### config.mk
export PLATFORM = sky130hd
export DESIGN_NAME = vslc_fetch_sequencer
export DESIGN_NICKNAME = d
export VERILOG_FILES = /design/src/rtl/vslc_fetch_sequencer.sv
export SDC_FILE = /design/constraint.sdc
export NUM_CORES = 1
export LEC_CHECK = 0
export BUFFER_PORTS_ARGS = -buffer_cell sky130_fd_sc_hd__buf_2
export CORE_ASPECT_RATIO = 1.5
export CORE_MARGIN = 10
export CORE_UTILIZATION = 23
export CTS_CLUSTER_SIZE = 40
export DETAILED_ROUTE_END_ITERATION = 8
export GPL_TIMING_DRIVEN = 0
export PLACE_DENSITY_LB_ADDON = 0.25
export RECOVER_POWER = 50
export SYNTH_ARGS = -nofsm -noshare
export SYNTH_HDL_FRONTEND = slang
export SYNTH_SLANG_ARGS = --single-unit
### constraint.sdc
create_clock -name clk -period 2.5 [get_ports clk]
set_clock_uncertainty 0.15 [all_clocks]
set_input_delay 0 -clock clk [delete_from_list [all_inputs] [get_ports clk]]
set_output_delay 0 -clock clk [all_outputs]
set_load 0.02 [all_outputs]
### src/rtl/vslc_fetch_sequencer.sv
// -----------------------------------------------------------------------------
// vslc_fetch_sequencer
//
// Streams VSLC program bytes out of an external SPI flash (READ 0x03, 24-bit
// address) and hands them to the executor one at a time. Each presented byte
// appears on instr and is followed by a two-cycle instr_ready strobe; the
// executor acts on the strobe's falling edge. A 0xFF byte ends the scan
// unless the previously presented byte was a sparam opcode (0xEx), in which
// case the 0xFF is operand data. A byte limit guards against a runaway
// program. The block also owns the per-scan input image and a free-running
// cycle counter.
//
// Ports:
//   clk          sole clock, rising edge
//   rst          synchronous active-high reset
//   run          enable scanning (sampled at scan start and at scan end)
//   ui_in[7:0]   raw inputs
//   spi_miso     flash data out
//   spi_cs_n     flash chip select, active low
//   spi_sclk     SPI clock, mode 0, clk/2
//   spi_mosi     command/address bit, MSB first
//   instr[7:0]   current program byte
//   instr_ready  byte-valid strobe, 2 cycles high
//   ui_scan[7:0] ui_in snapshot for the current scan
//   ui_in_prev   ui_in snapshot for the previous scan
//   counter      free-running 16-bit cycle counter
//   scan_done    one-cycle pulse in the end-of-scan cycle
// -----------------------------------------------------------------------------
module vslc_fetch_sequencer #(
    parameter logic [23:0] BASE_ADDR      = 24'h000000,
    parameter int          MAX_LEN        = 256,
    parameter int          CS_HIGH_CYCLES = 4
) (
    input  logic        clk,
    input  logic        rst,
    input  logic        run,
    input  logic [7:0]  ui_in,
    input  logic        spi_miso,
    output logic        spi_cs_n,
    output logic        spi_sclk,
    output logic        spi_mosi,
    output logic [7:0]  instr,
    output logic        instr_ready,
    output logic [7:0]  ui_scan,
    output logic [7:0]  ui_in_prev,
    output logic [15:0] counter,
    output logic        scan_done
);

    typedef enum logic [2:0] {
        S_IDLE,
        S_GAP,
        S_CMD,
        S_ADDR,
        S_DATA,
        S_END
    } state_t;

    localparam int                GAP_W    = (CS_HIGH_CYCLES > 1) ? $clog2(CS_HIGH_CYCLES) : 1;
    localparam logic [GAP_W-1:0]  GAP_LAST = GAP_W'(CS_HIGH_CYCLES - 1);
    localparam logic [15:0]       LEN_LAST = 16'(MAX_LEN - 1);
    localparam logic [31:0]       CMD_WORD = {8'h03, BASE_ADDR};

    state_t             state_reg, state_next;
    logic               phase_reg, phase_next;         // 0: sclk low half, 1: sclk high half
    logic [4:0]         bit_cnt_reg, bit_cnt_next;
    logic [31:0]        cmd_shift_reg, cmd_shift_next;
    logic [6:0]         data_shift_reg, data_shift_next;
    logic               cs_n_reg, cs_n_next;
    logic               mosi_reg, mosi_next;
    logic [7:0]         instr_reg, instr_next;
    logic [1:0]         strobe_cnt_reg, strobe_cnt_next;
    logic [7:0]         ui_scan_reg, ui_scan_next;
    logic [7:0]         ui_prev_reg, ui_prev_next;
    logic [15:0]        counter_reg;
    logic               scan_done_reg, scan_done_next;
    logic [15:0]        byte_cnt_reg, byte_cnt_next;
    logic [GAP_W-1:0]   gap_cnt_reg, gap_cnt_next;

    logic               start_scan;
    logic [7:0]         assembled;
    logic               is_end_byte;

    // The 8th bit is taken straight from the pin on the edge that completes
    // the byte, so the byte is available without an extra cycle.
    assign assembled   = {data_shift_reg, spi_miso};
    // 0xFF directly after a sparam opcode (upper nibble 0xE) is an operand.
    assign is_end_byte = (assembled == 8'hFF) && (instr_reg[7:4] != 4'hE);

    always_comb begin
        state_next      = state_reg;
        phase_next      = phase_reg;
        bit_cnt_next    = bit_cnt_reg;
        cmd_shift_next  = cmd_shift_reg;
        data_shift_next = data_shift_reg;
        cs_n_next       = cs_n_reg;
        mosi_next       = mosi_reg;
        instr_next      = instr_reg;
        ui_scan_next    = ui_scan_reg;
        ui_prev_next    = ui_prev_reg;
        byte_cnt_next   = byte_cnt_reg;
        gap_cnt_next    = gap_cnt_reg;
        start_scan      = 1'b0;
        // Strobe counter: 3 = byte loaded, 2..1 = instr_ready high, 0 = idle.
        strobe_cnt_next = (strobe_cnt_reg != 2'd0) ? strobe_cnt_reg - 2'd1 : 2'd0;

        case (state_reg)
            S_IDLE: begin
                if (run) begin
                    start_scan = 1'b1;
                end
            end
            S_GAP: begin
                if (gap_cnt_reg == GAP_LAST) begin
                    gap_cnt_next = '0;
                    if (run) begin
                        start_scan = 1'b1;
                    end else begin
                        state_next = S_IDLE;
                    end
                end else begin
                    gap_cnt_next = gap_cnt_reg + GAP_W'(1);
                end
            end
            S_CMD, S_ADDR: begin
                phase_next = ~phase_reg;
                if (phase_reg) begin
                    // Bit cell ends: sclk falls and the next bit goes out.
                    mosi_next      = cmd_shift_reg[31];
                    cmd_shift_next = {cmd_shift_reg[30:0], 1'b0};
                    bit_cnt_next   = bit_cnt_reg + 5'd1;
                    if (state_reg == S_CMD && bit_cnt_reg == 5'd7) begin
                        state_next   = S_ADDR;
                        bit_cnt_next = 5'd0;
                    end else if (state_reg == S_ADDR && bit_cnt_reg == 5'd23) begin
                        state_next   = S_DATA;
                        bit_cnt_next = 5'd0;
                        mosi_next    = 1'b0;
                    end
                end
            end
            S_DATA: begin
                phase_next = ~phase_reg;
                if (phase_reg) begin
                    data_shift_next = assembled[6:0];
                    bit_cnt_next    = bit_cnt_reg + 5'd1;
                    if (bit_cnt_reg == 5'd7) begin
                        bit_cnt_next = 5'd0;
                        if (is_end_byte) begin
                            state_next = S_END;
                        end else begin
                            instr_next      = assembled;
                            strobe_cnt_next = 2'd3;
                            byte_cnt_next   = byte_cnt_reg + 16'd1;
                            if (byte_cnt_reg == LEN_LAST) begin
                                state_next = S_END;
                            end
                        end
                    end
                end
            end
            S_END: begin
                cs_n_next     = 1'b1;
                ui_prev_next  = ui_scan_reg;
                ui_scan_next  = ui_in;
                byte_cnt_next = 16'd0;
                gap_cnt_next  = '0;
                state_next    = S_GAP;
            end
            default: begin
                state_next = S_IDLE;
            end
        endcase

        if (start_scan) begin
            state_next     = S_CMD;
            cs_n_next      = 1'b0;
            phase_next     = 1'b0;
            bit_cnt_next   = 5'd0;
            mosi_next      = CMD_WORD[31];
            cmd_shift_next = {CMD_WORD[30:0], 1'b0};
        end

        scan_done_next = (state_next == S_END);
    end

    always_ff @(posedge clk) begin
        if (rst) begin
            state_reg      <= S_IDLE;
            phase_reg      <= 1'b0;
            bit_cnt_reg    <= 5'd0;
            cmd_shift_reg  <= 32'd0;
            data_shift_reg <= 7'd0;
            cs_n_reg       <= 1'b1;
            mosi_reg       <= 1'b0;
            instr_reg      <= 8'd0;
            strobe_cnt_reg <= 2'd0;
            ui_scan_reg    <= 8'd0;
            ui_prev_reg    <= 8'd0;
            scan_done_reg  <= 1'b0;
            byte_cnt_reg   <= 16'd0;
            gap_cnt_reg    <= '0;
        end else begin
            state_reg      <= state_next;
            phase_reg      <= phase_next;
            bit_cnt_reg    <= bit_cnt_next;
            cmd_shift_reg  <= cmd_shift_next;
            data_shift_reg <= data_shift_next;
            cs_n_reg       <= cs_n_next;
            mosi_reg       <= mosi_next;
            instr_reg      <= instr_next;
            strobe_cnt_reg <= strobe_cnt_next;
            ui_scan_reg    <= ui_scan_next;
            ui_prev_reg    <= ui_prev_next;
            scan_done_reg  <= scan_done_next;
            byte_cnt_reg   <= byte_cnt_next;
            gap_cnt_reg    <= gap_cnt_next;
        end
    end

    always_ff @(posedge clk) begin
        if (rst) begin
            counter_reg <= 16'd0;
        end else begin
            counter_reg <= counter_reg + 16'd1;
        end
    end

    assign spi_cs_n    = cs_n_reg;
    assign spi_sclk    = phase_reg;     // high half of every bit cell
    assign spi_mosi    = mosi_reg;
    assign instr       = instr_reg;
    assign instr_ready = (strobe_cnt_reg == 2'd2) || (strobe_cnt_reg == 2'd1);
    assign ui_scan     = ui_scan_reg;
    assign ui_in_prev  = ui_prev_reg;
    assign counter     = counter_reg;
    assign scan_done   = scan_done_reg;

endmodule

==> results.md <==
- Dpl hpwl: 7.69 mm
- Power per cell area: between 600 and 700 nW/um2
- P&R area growth vs syn: 23.7%
- Asr flop ratio synth: 0
- HP Class: primary input to flop
- Setup TNS: 0 ps
- # DRC: 0
- Vert. Die Dim: 175 um
- CTS root buf: clkbuf_16
- First-pass GRT wire length: between 15 and 20 mm
- Rel. slew slack: 0.582
- Min Hold Slack: 304 ps
- Die area: 21,700 um2
- RSZ-0062 raised after global routing: no
- GRT overflow: 0
- Commonest cells post-synth: 86 x dfxtp_1, 75 x nand2_1, 67 x a21oi_1, 19 x nand3_1, 19 x o21ai_0
- Core Area: 15,700 um2
- DR pass1 iterations: 4
- EDFF count, synth: 0
- Die X: 124 um
- Grt met3 use: 0.0228
- Post-synth top area cell: dfxtp_1
- Final Worst Setup Slack: 320 ps
- Fmax: 459 MHz
- Port Buffers: 56
- WL final: between 10 and 15 mm
- CTS tree: yes
- Most common cell in the synthesized netlist: dfxtp_1
- Syn_area_per_cell: 8.43 um2
- Mapped Cells: ~440
- GRT Total Usage: 0.0973
- Slew @ Worst Pin: ~620 ps
- Number of global-route vias before repair: 3,468
- CP Class: flop to flop
- Cell variety after synth: between 50 and 60
- Share of cells above drive strength 1: 0.0808
- Post-route minimum period: 2180 ps
- TritonCTS Buffers: 9
- GP Congestion: 0.759
- Ports: 57
- Share of the synthesized area in the top cell type: 0.465
- Pre-CTS setup slack: 329 ps
- Syn_nets: around 460
- Initial antenna violation count: 0
- Vias/cell: 4.67
- Clock latency on the worst-skew pair: 340 ps
- Largest net degree at the start of global routing: 14
- Worst endpoint data arrival time: about 2300 ps
- Antenna Nets Post-Route: 0
- Wire per inst: 14.2 um
- Clock transition at path regs: 60 ps
- Clock sinks: 86
- Global-route track usage on met1: 0.103
- CP required: about 2600 ps
- NumNets Final: 535
- Max-cap check violation count: 0
- Fin. Hold Viols: 0
- Number of diodes: 0
- Endpoint class of the critical path: flop
- CTS max path bufs: 2
- Critical path peak fanout: 10
- # rows: 56
- Cell Area, Synth: 3700 um2
- Leak: 1.51 nW
- Synth top area cells: dfxtp_1 47%, a21oi_1 9.1%, nand2_1 7.6%
- Setup violations, final: 0
- Maximum VDD drop: 0.302 mV
- Max Slew Vio Count: 0
- Outcome: finished clean
- Initial Utilization: 0.236
- Post-synthesis sequential area ratio: 0.465
- Grt peak-use layer: met2
- Final design utilization: 0.292
- Htree depth: 3
- Synth Flop Type: dfxtp_1
- Vias: 3,379
- CP startpoint kind: flop
- Initial DRC count: between 150 and 200
- Met2 GRT Util: 0.172
- Flops & latches, synth: 86
- YS warnings: 0
- Crit share post-route: 0.872
## metal layers
layer / part of all wire / up-vias / wire length [um]
li1: - / 1720 / -
met1: 0.42 / 1591 / 4330
met2: 0.52 / 57 / 5380
met3: 0.032 / 11 / 330
met4: 0.020 / 0 / 204
met5: 0 / - / 0
## critical path, stage by stage (launching register included)
cell and delay, ps:
dfxtp_1 400, nand4_1 150, nor3_2 550, buf_2 330, buf_2 260, o21ai_0 130, a21oi_1 140
## cells by family after synthesis
kind of cell / Yosys count / synth area share
AO/OA/AOI/OAI: 109 / 0.162
XOR/XNOR: 10 / 0.0237
adder cells (fa/ha/maj): 6 / 0.0203
buffers and inverters: 32 / 0.0358
flip-flops: 86 / 0.465
multiplexers: 3 / 0.00811
AND/OR/NAND/NOR: 193 / 0.285
## final cells by class
| cell class | count | area (um2) |
|---|---|---|
| clock buffers | 11 | 243 |
| multi-input cells | 321 | 1850 |
| repair buffers | 67 | 333 |
| well taps | 203 | 254 |
| inverters | 6 | 22.5 |
| fillers | 1779 | 11100 |
| flip-flops and latches | 86 | 1720 |
| clock inverters | 3 | 46.3 |
| plain buffers | 26 | 110 |
## worst paths after layout
check / from / end / slack, ps / depth (start not counted)
max: data_shift_reg[2] / instr[1] / 320 / 6
min: ui_in[0] / ui_scan[0] / 300 / 4
max reg2reg: data_shift_reg[2] / instr[1] / 320 / 6
min reg2reg: cmd_shift_reg[30] / cmd_shift_reg[31] / 310 / 2
## per-stage QoR
step | instances | cell area, um2 | total power, W
after CTS | 723 | 4640 | 0.00286
after global routing | 723 | 4580 | 0.00292
final | 723 | 4580 | 0.00282
after global placement | 698 | 4240 | 0.00152
after floorplan | 439 | 3700 | 0.00148
after detailed placement | 698 | 4240 | 0.00152
## timing repair
item	CTS	global route
gates resized for setup	0	0
hold buffers	11	0
buffers inserted	0	0
endpoints found under the hold margin	20	0
## cells in the final DEF, fill, tap and decap left out, types with 8 or more instances in the layout
cell type      netlist  layout
dfxtp_1             86      86
nand2_1             75      75
a21oi_1             67      67
clkbuf_1            17      64
o21ai_0             19      19
nand3_1             19      19
nor2_1              18      18
buf_2                7      17
or4_1               12      12
or3_1               12      12
dlygate4sd3_1        0      11
o31ai_1             10      10
clkbuf_16            0       9
nand4_1              8       8
xor2_1               8       8
## power by group
part	switching, W	internal [W]	total, W
clock	0.000527	0.000792	0.00132
sequential	0.0000122	0.00138	0.00139
combinational	0.0000643	0.0000416	0.000106
No activity file was read; power rests on OpenSTA's default activity.
